File: src/rtl/rr_arb32_pkg.sv
// Shared definitions for the 32-way round-robin arbiter: sizes, FSM states
// and the index-to-one-hot helper used to build the registered select.
package rr_arb32_pkg;

   localparam int ARB_N     = 32;
   localparam int ARB_IDX_W = 5;

   typedef enum logic {
      IDLE,
      GRANT
   } arb_state_e;

   function automatic logic [ARB_N-1:0] idx_to_onehot(input logic [ARB_IDX_W-1:0] idx);
      logic [ARB_N-1:0] oh;
      oh      = '0;
      oh[idx] = 1'b1;
      return oh;
   endfunction

endpackage

File: src/rtl/rr_pick32.sv
// Combinational round-robin pick: first set request at or above ptr,
// wrapping from 31 back to 0.
module rr_pick32
   import rr_arb32_pkg::*;
(
   input  logic [ARB_N-1:0]     req,
   input  logic [ARB_IDX_W-1:0] ptr,
   output logic                 any,
   output logic [ARB_IDX_W-1:0] idx
);

   logic [ARB_N-1:0]     rot;
   logic [ARB_IDX_W-1:0] off;
   logic                 found;

   always_comb begin
      // Rotating right by ptr puts requester ptr at bit 0, so the lowest
      // set bit of rot is the next requester in round-robin order.
      rot   = ARB_N'({req, req} >> ptr);
      off   = '0;
      found = 1'b0;
      for (int unsigned i = 0; i < ARB_N; i++) begin
         if (rot[i] && !found) begin
            off   = ARB_IDX_W'(i);
            found = 1'b1;
         end
      end
      any = found;
      idx = ptr + off;
   end

endmodule

File: src/rtl/rr_arb32.sv
// Round-robin arbiter for 32 requesters with a per-tenure hold limit,
// registered index, one-hot select and preemption pulse.
module rr_arb32
   import rr_arb32_pkg::*;
#(
   parameter int unsigned MAX_HOLD = 16
)(
   input  logic                 clk,
   input  logic                 rst_n,
   input  logic                 en,
   input  logic [ARB_N-1:0]     req,
   output logic                 gnt_valid,
   output logic [ARB_IDX_W-1:0] gnt_idx,
   output logic [ARB_N-1:0]     gnt_onehot,
   output logic                 preempt
);

   localparam int unsigned     HCW       = $clog2(MAX_HOLD + 1);
   localparam logic [HCW-1:0]  HOLD_LAST = HCW'(MAX_HOLD - 1);

   arb_state_e           state_q,      state_d;
   logic [ARB_IDX_W-1:0] ptr_q,        ptr_d;
   logic [HCW-1:0]       hold_cnt_q,   hold_cnt_d;
   logic                 gnt_valid_q,  gnt_valid_d;
   logic [ARB_IDX_W-1:0] gnt_idx_q,    gnt_idx_d;
   logic [ARB_N-1:0]     gnt_onehot_q, gnt_onehot_d;
   logic                 preempt_q,    preempt_d;

   logic                 pick_any;
   logic [ARB_IDX_W-1:0] pick_idx;

   rr_pick32 u_pick (
      .req (req),
      .ptr (ptr_q),
      .any (pick_any),
      .idx (pick_idx)
   );

   always_comb begin
      state_d      = state_q;
      ptr_d        = ptr_q;
      hold_cnt_d   = hold_cnt_q;
      gnt_valid_d  = gnt_valid_q;
      gnt_idx_d    = gnt_idx_q;
      gnt_onehot_d = gnt_onehot_q;
      preempt_d    = 1'b0;

      case (state_q)
         IDLE: begin
            if (en && pick_any) begin
               state_d      = GRANT;
               gnt_idx_d    = pick_idx;
               hold_cnt_d   = '0;
               gnt_valid_d  = 1'b1;
               gnt_onehot_d = idx_to_onehot(pick_idx);
            end
         end
         GRANT: begin
            // Release wins over the hold limit, so preempt only fires when
            // the owner is still requesting on its last allowed cycle.
            if (!req[gnt_idx_q] || (hold_cnt_q == HOLD_LAST)) begin
               state_d      = IDLE;
               ptr_d        = gnt_idx_q + 1'b1;
               gnt_valid_d  = 1'b0;
               gnt_onehot_d = '0;
               preempt_d    = req[gnt_idx_q];
            end else if (hold_cnt_q != '1) begin
               hold_cnt_d   = hold_cnt_q + 1'b1;
            end
         end
         default: begin
            state_d = IDLE;
         end
      endcase
   end

   always_ff @(posedge clk or negedge rst_n) begin
      if (!rst_n) begin
         state_q      <= IDLE;
         ptr_q        <= '0;
         hold_cnt_q   <= '0;
         gnt_valid_q  <= 1'b0;
         gnt_idx_q    <= '0;
         gnt_onehot_q <= '0;
         preempt_q    <= 1'b0;
      end else begin
         state_q      <= state_d;
         ptr_q        <= ptr_d;
         hold_cnt_q   <= hold_cnt_d;
         gnt_valid_q  <= gnt_valid_d;
         gnt_idx_q    <= gnt_idx_d;
         gnt_onehot_q <= gnt_onehot_d;
         preempt_q    <= preempt_d;
      end
   end

   assign gnt_valid  = gnt_valid_q;
   assign gnt_idx    = gnt_idx_q;
   assign gnt_onehot = gnt_onehot_q;
   assign preempt    = preempt_q;

endmodule

File: config.mk
export PLATFORM = sky130hd
export DESIGN_NAME = rr_arb32
export DESIGN_NICKNAME = d
export VERILOG_FILES = /design/src/rtl/rr_arb32_pkg.sv /design/src/rtl/rr_pick32.sv /design/src/rtl/rr_arb32.sv
export SDC_FILE = /design/constraint.sdc
export NUM_CORES = 1
export LEC_CHECK = 0
export CELL_PAD_IN_SITES_DETAIL_PLACEMENT = 2
export CELL_PAD_IN_SITES_GLOBAL_PLACEMENT = 2
export CORE_ASPECT_RATIO = 0.75
export CORE_MARGIN = 4
export CORE_UTILIZATION = 39
export DETAILED_ROUTE_END_ITERATION = 8
export HOLD_SLACK_MARGIN = 0.05
export MAX_ROUTING_LAYER = met4
export PLACE_DENSITY_LB_ADDON = 0.2
export SETUP_SLACK_MARGIN = 0.05
export SKIP_LAST_GASP = 1
export SYNTH_ARGS = -nofsm -noshare
export SYNTH_HDL_FRONTEND = slang
export SYNTH_SLANG_ARGS = --single-unit
File: constraint.sdc
create_clock -name clk -period 15.05 [get_ports clk]
set_clock_uncertainty 0.1 [all_clocks]
set_input_delay 4.515 -clock clk [delete_from_list [all_inputs] [get_ports clk]]
set_output_delay 4.515 -clock clk [all_outputs]
set_load 0.1 [all_outputs]
## After elaboration in Yosys (flattened, before gate mapping)

Index checks and enable logic that the tools add are counted.

| storage, ports and cells | value |
|---|---|
| word-level logic and storage cells | 173 |
| bits in latches | 0 |
| memories kept | 0 |
| bits in writable memories | 0 |
| ROM bits | 0 |
| input port bits | 35 |
| register bits after elaboration | 50 |
| output and inout bits | 39 |

| operators by class | value |
|---|---|
| equality and inequality tests | 6 |
| $lt $le $gt $ge | 3 |
| shift operators | 1 |
| $mul | 0 |
| add/subtract/negate cells | 3 |
| reduce and logical (&&, ||, !) cells | 70 |
| bitwise operators | 1 |
| div/mod/pow operators | 0 |
| muxes and demuxes | 82 |

Operator list:

| operator | count |
|---|---|
| 5-bit two-way mux | 19 |
| 32-bit two-way mux | 2 |
| 32-bit case mux with 2 select lines | 1 |
| 64-bit by 5-bit right shift with 32-bit output | 1 |
| 1-bit two-way mux | 41 |
| 1-bit logical AND | 33 |
| 1-bit zero test | 32 |
| 4-bit two-way mux | 8 |
| 5-bit by 6-bit less-than comparator with 1-bit output (second input constant) | 2 |
| 3-bit two-way mux | 4 |
| 5-bit by 1-bit adder with 5-bit output (second input constant) | 2 |
| 5-bit case mux with 2 select lines | 1 |
| 2-bit AND reduction | 3 |
| 5-bit adder | 1 |
| 1-bit binary-select mux with 5-bit select | 1 |
| 1-bit demux with 5-bit select | 1 |
| 5-bit by 4-bit equality test with 1-bit output (second input constant) | 1 |
| 5-bit by 1-bit greater-or-equal comparator with 1-bit output (second input constant) | 1 |
| 5-bit inequality test (second input constant) | 1 |
| 2-bit two-way mux | 2 |
| 2-bit by 1-bit inequality test with 1-bit output (second input constant) | 2 |
| 2-bit inequality test (second input constant) | 2 |
| 1-bit case mux with 2 select lines | 2 |
| 3-bit AND reduction | 1 |
| 2 further kinds | 2 |

## Depth between registers and ports, before layout

| logic depth | value |
|---|---|
| depth after elaboration | 102 |
| depth in mapped cells | 23 |
| mapped depth without buffers | 17 |

## Cells and area by module

From an unflattened synthesis, not the netlist that was laid out.

| unflattened totals | value |
|---|---|
| cell total of the unflattened synthesis | 534 |
| area total of the unflattened synthesis | 5465.2 sq um |

Modules (own cells, without submodules):

| module | sequential area each (sq um) | cells each | instances | area an instance (sq um) |
|---|---|---|---|---|
| rr_pick32 | 0.0 | 314 | 1 | 2997.9 |
| rr_arb32 | 1251.2 | 220 | 1 | 2467.4 |

## Worst setup path after synthesis

OpenSTA, ideal clock, no wires.

| path | value |
|---|---|
| path kind | in2reg |
| start point | in req[8] |
| end point | reg gnt_onehot_q[24], in the netlist gnt_onehot[24] |
| path slack | 6.245 ns |
| arrival time | 8.577 ns |
| setup time | 0.129 ns |
| stages | 16 |
| cell sequence | mux4_2 -> and2_1 -> or2_2 -> a221oi_1 -> and4_1 -> clkbuf_1 -> nand4_2 -> o311ai_0 -> ha_1 -> a21o_1 -> a21oi_1 -> xnor2_1 -> nand2_1 -> inv_1 -> a31oi_1 -> o2bb2ai_1 |

| on the way | value |
|---|---|
| longest elaborated chain between the ends | 102 |
| elaborated cells on any way between the ends | 142 |
| those cells by class | 1 x add/sub; 2 x order compare; 2 x eq/ne; 1 x shift; 69 x mux; 67 x reduce/logical |

RTL lines:

| item | RTL line | RTL |
|---|---|---|
| from (decl) | rr_arb32.sv:11 | `input logic [ARB_N-1:0] req,` |
| 64-bit by 5-bit right shift with 32-bit output | rr_pick32.sv:19 | `rot = ARB_N'({req, req} >> ptr);` |
| 1-bit two-way mux | rr_pick32.sv:23 | `if (rot[i] && !found) begin` |
| 1-bit zero test | rr_pick32.sv:23 |  |
| 1-bit logical AND | rr_pick32.sv:23 |  |
| 1-bit two-way mux | rr_pick32.sv:23 |  |
| 1-bit zero test | rr_pick32.sv:23 |  |
| 1-bit logical AND | rr_pick32.sv:23 |  |
| 1-bit two-way mux | rr_pick32.sv:23 |  |
| [... 86 more ...] | -- |  |
| 5-bit two-way mux | rr_pick32.sv:23 |  |
| 5-bit adder | rr_pick32.sv:29 | `idx = ptr + off;` |
| 5-bit by 6-bit less-than comparator with 1-bit output (not written as such) or 5-bit by 1-bit greater-or-equal comparator with 1-bit output (tied branches) | rr_arb32_pkg.sv:16 | `oh[idx] = 1'b1;` |
| 1-bit logical AND (not written as such) | rr_arb32_pkg.sv:16 |  |
| 1-bit two-way mux (not written as such) | rr_arb32_pkg.sv:16 |  |
| 1-bit demux with 5-bit select | rr_arb32_pkg.sv:16 |  |
| 32-bit two-way mux | rr_arb32.sv:50 | `if (en && pick_any) begin` |
| 32-bit case mux with 2 select lines | rr_arb32.sv:48 | `case (state_q)` |
| to (signal assigned) | rr_arb32.sv:92 | `gnt_onehot_q <= gnt_onehot_d;` |
| to (decl) | rr_arb32.sv:26 | `logic [ARB_N-1:0] gnt_onehot_q, gnt_onehot_d;` |

Several ways; a longest one is shown, not always the timed one. The select of a mux whose other input is x is not followed.
A chain may end at the register's enable or synchronous reset.

## Final worst setup path

| path | value |
|---|---|
| start point | in req[20] |
| end point | reg gnt_onehot_q[28], in the netlist gnt_onehot[28] |

The elaborated chain is that of the path after synthesis.

==> out/qor.csv <==
stage;metric;value;unit
global_route;overall global routing resource usage;30.15;%
worst_setup_path;CP endpoint kind;register;
layout;Final nets;645;
synthesis;multiplexer share of the synthesized area;32.16;%
timing;Fmax;0.09450;GHz
synthesis;share of flip-flops with an asynchronous set or reset;100.0;%
floorplan;Cell Rows;37;
synthesis;post-synthesis xor/xnor area fraction;2.181;%
floorplan;I/O pins;74;
clocking;Clock Sinks;50;
worst_setup_path;worst flop-to-flop path endpoint;gnt_onehot[28];
layout;ANT cells;0;
global_route;pin count of the biggest net entering global routing;51;
layout;Fillers;1462;
synthesis;top-count cell post-synth;dfrtp_1;
synthesis;EDFF count, synth;0;
synthesis;post-synthesis register bit count;50;
timing;setup ws final;4.469;ns
worst_setup_path;crit start category;input pin;
global_route;vias in the first global route;5877;
synthesis;Synth top area share;22.26;%
clocking;cts bufs inserted;5;
floorplan;core footprint;0.01393;mm²
placement;pre-CTS WS;4.436;ns
synthesis;mean post-synth cell area;10.20;µm²
timing;Period minus WS final;10.58;ns
hold_path;Hold EP;gnt_onehot[8];
route;DRT Wirelength;24.22;mm
timing;pins over their slew limit;0;
synthesis;sequential area share after synthesis;22.26;%
route;drt drc;0;
floorplan;DIE AREA;0.01642;mm²
clocking;CTS tree;built;
synthesis;Synth Cell Area;0.005622;mm²
clocking;CTS Root Cell;clkbuf_16;
hold_path;Hold Crit Start;gnt_onehot[8];
route;via count;5557;
global_route;grt ovf;0;
layout;share of layout cells above drive strength 1;15.64;%
outcome;outcome;finished clean;
synthesis;largest family of logic cells by synthesized area;multiplexers;
route;WL per Instance;30.42;µm
worst_setup_path;Worst R2R Setup Slack;8.03;ns
placement;Port Buf Inserts;73;
synthesis;main flop type after synthesis;dfrtp_1;
synthesis;Yosys Warn Count;0;
placement;DP HPWL;18.39;mm
synthesis;Cells after Synth;551;
route;post-route ant nets;0;
hold_path;worst hold-check path type;reg2reg;
synthesis;synth cell count leaders;50 x dfrtp_1, 44 x mux4_2, 43 x nand2_1;
synthesis;Post-Synthesis Net Count;596;
worst_setup_path;CP required;15.11;ns
floorplan;Starting Density;40.34;%
clocking;CTS resizes;0;
floorplan;die span in x;146.6;µm
layout;Syn-to-layout area delta;17.09;%
timing;unrepaired setup endpoints after global routing;no;
worst_setup_path;WP data arrival;10.64;ns
clocking;Post-CTS Setup Bufs;0;
timing;Tcrit/Tclk final;70.31;%
worst_setup_path;Worst R2R Start;ptr_q[1];
synthesis;synth unique cells;73;
global_route;first-pass GRT wire length;37.47;mm
synthesis;top post-synthesis cells by area;dfrtp_1 22%, mux4_2 18%, mux2i_1 7.1%;
floorplan;height of the die;112.0;µm
hold_path;cell depth of the worst hold path;1;
worst_setup_path;Crit Path Max Fanout;9;
route;Vias/cell;6.981;
clocking;clk buf depth;2;
timing;Max-Slew Margin vs Limit;31.96;%
synthesis;post-synthesis compound-gate area fraction;21.57;%
synthesis;adder and majority gate portion of the synthesized area;2.359;%
worst_setup_path;R2R cell count;16;
timing;Final Hold Fails;0;
synthesis;Synth Area in Simple Gates;14.85;%
timing;setup TNS;0;ns
clocking;Clock Latency Late Sink;0.30;ns
route;TritonRoute pass-1 iters;5;
global_route;initial antenna violation count;0;
clocking;hold_buf cts;0;
clocking;Clock transition at path regs;0.07;ns
clocking;H-tree Lvls;2;
worst_setup_path;Setup CP Type;in2reg;
placement;gpl congestion;0.9830;
job;Max Cap Viol;0;
timing;worst slew pin tran;1.017;ns
timing;Setup-failing EPs final;0;
route;initial detailed-routing violation count;604;
synthesis;post-synth top area cell;dfrtp_1;
cells by family after synthesis:
family | count (synthesis)
muxes | 111
buffers and inverters | 46
xor gates and xnor gates | 14
adders and majority gates | 10
and+or+nand+nor | 163
AOI/OAI and AO/OA | 157
DFF | 50
cell usage in the layout (no fill, tap or decap), drive strengths merged, types with 6 or more instances in the layout:
master	instances
mux2i	41
and2	13
a21oi	23
nor3	27
clkbuf	6
mux2	20
nand2	43
clkdlybuf4s50	72
nand3	9
mux4	50
nand2b	6
a31oi	8
ha	9
buf	8
inv	7
dfrtp	50
o22ai	15
a221o	18
o2bb2ai	18
o32ai	6
o221ai	10
xor2	7
nor2	39
o21ai	12
xnor2	7
worst max-delay path, stage by stage:
cell	delay, ns
clkdlybuf4s50_1	0.57
mux4_2	0.58
mux2i_1	0.51
o22ai_1	0.18
a221oi_1	0.50
and4_1	0.46
nand4_2	0.26
o311ai_0	0.83
ha_1	0.39
a21o_1	0.17
a21oi_1	0.38
xnor2_1	0.17
nand2_1	0.33
inv_1	0.13
a31oi_1	0.52
o2bb2ai_1	0.14
how the worst max path moves through the flow:
stage                     startpoint        endpoint  slack, ns  cells past startpoint
after CTS                    req[30]   gnt_onehot[9]       4.61                     17
after global routing         req[29]   gnt_onehot[9]       4.08                     17
after global placement        req[0]   gnt_onehot[9]       4.82                     16
after floorplan               req[8]  gnt_onehot[24]       6.24                     16
after detailed placement     req[14]   gnt_onehot[8]       4.44                     17
final                        req[20]  gnt_onehot[28]       4.47                     16
sequential cells by signal (all words and copies together) (netlist names):
| register | flops |
|---|---|
| gnt_onehot | 32 |
| gnt_idx | 5 |
| hold_cnt_q | 5 |
| ptr_q | 5 |
| gnt_valid | 1 |
| preempt | 1 |
| state_q | 1 |
per-layer routing:
layer | up-vias | GRT usage [%] | share of wire [%]
met5 | - | - | 0
li1 | 2352 | - | -
met4 | 0 | 6.454 | 1.6
met3 | 33 | 6.469 | 7.8
met1 | 2910 | 42.46 | 45
met2 | 262 | 44.77 | 46
cell type report:
class | instances | area (µm²) | area share, %
clock buffers | 6 | 128.9 | 1.958
multi-input cells | 455 | 4110 | 62.44
well taps | 195 | 244.0 | 3.707
inverters | 8 | 30.03 | 0.4562
flip-flops and latches | 50 | 1252 | 19.03
clock inverters | 2 | 38.79 | 0.5892
repair buffers | 80 | 778.2 | 11.82
through the flow:
step                      utilization [%]  hold slack (ns)  area (µm²)  instances
final                               47.24           0.3920        6583        796
after global routing                47.24           0.4228        6583        796
after CTS                           47.24           0.3989        6583        796
after detailed placement            46.04           0.3816        6415        788
after global placement              46.04           0.3717        6415        788
after floorplan                         -           0.4248        5622        551
Power is left out: the tool's default activity adds up to more than one toggle a clock period on the data nets, which glitch-free logic cannot reach.
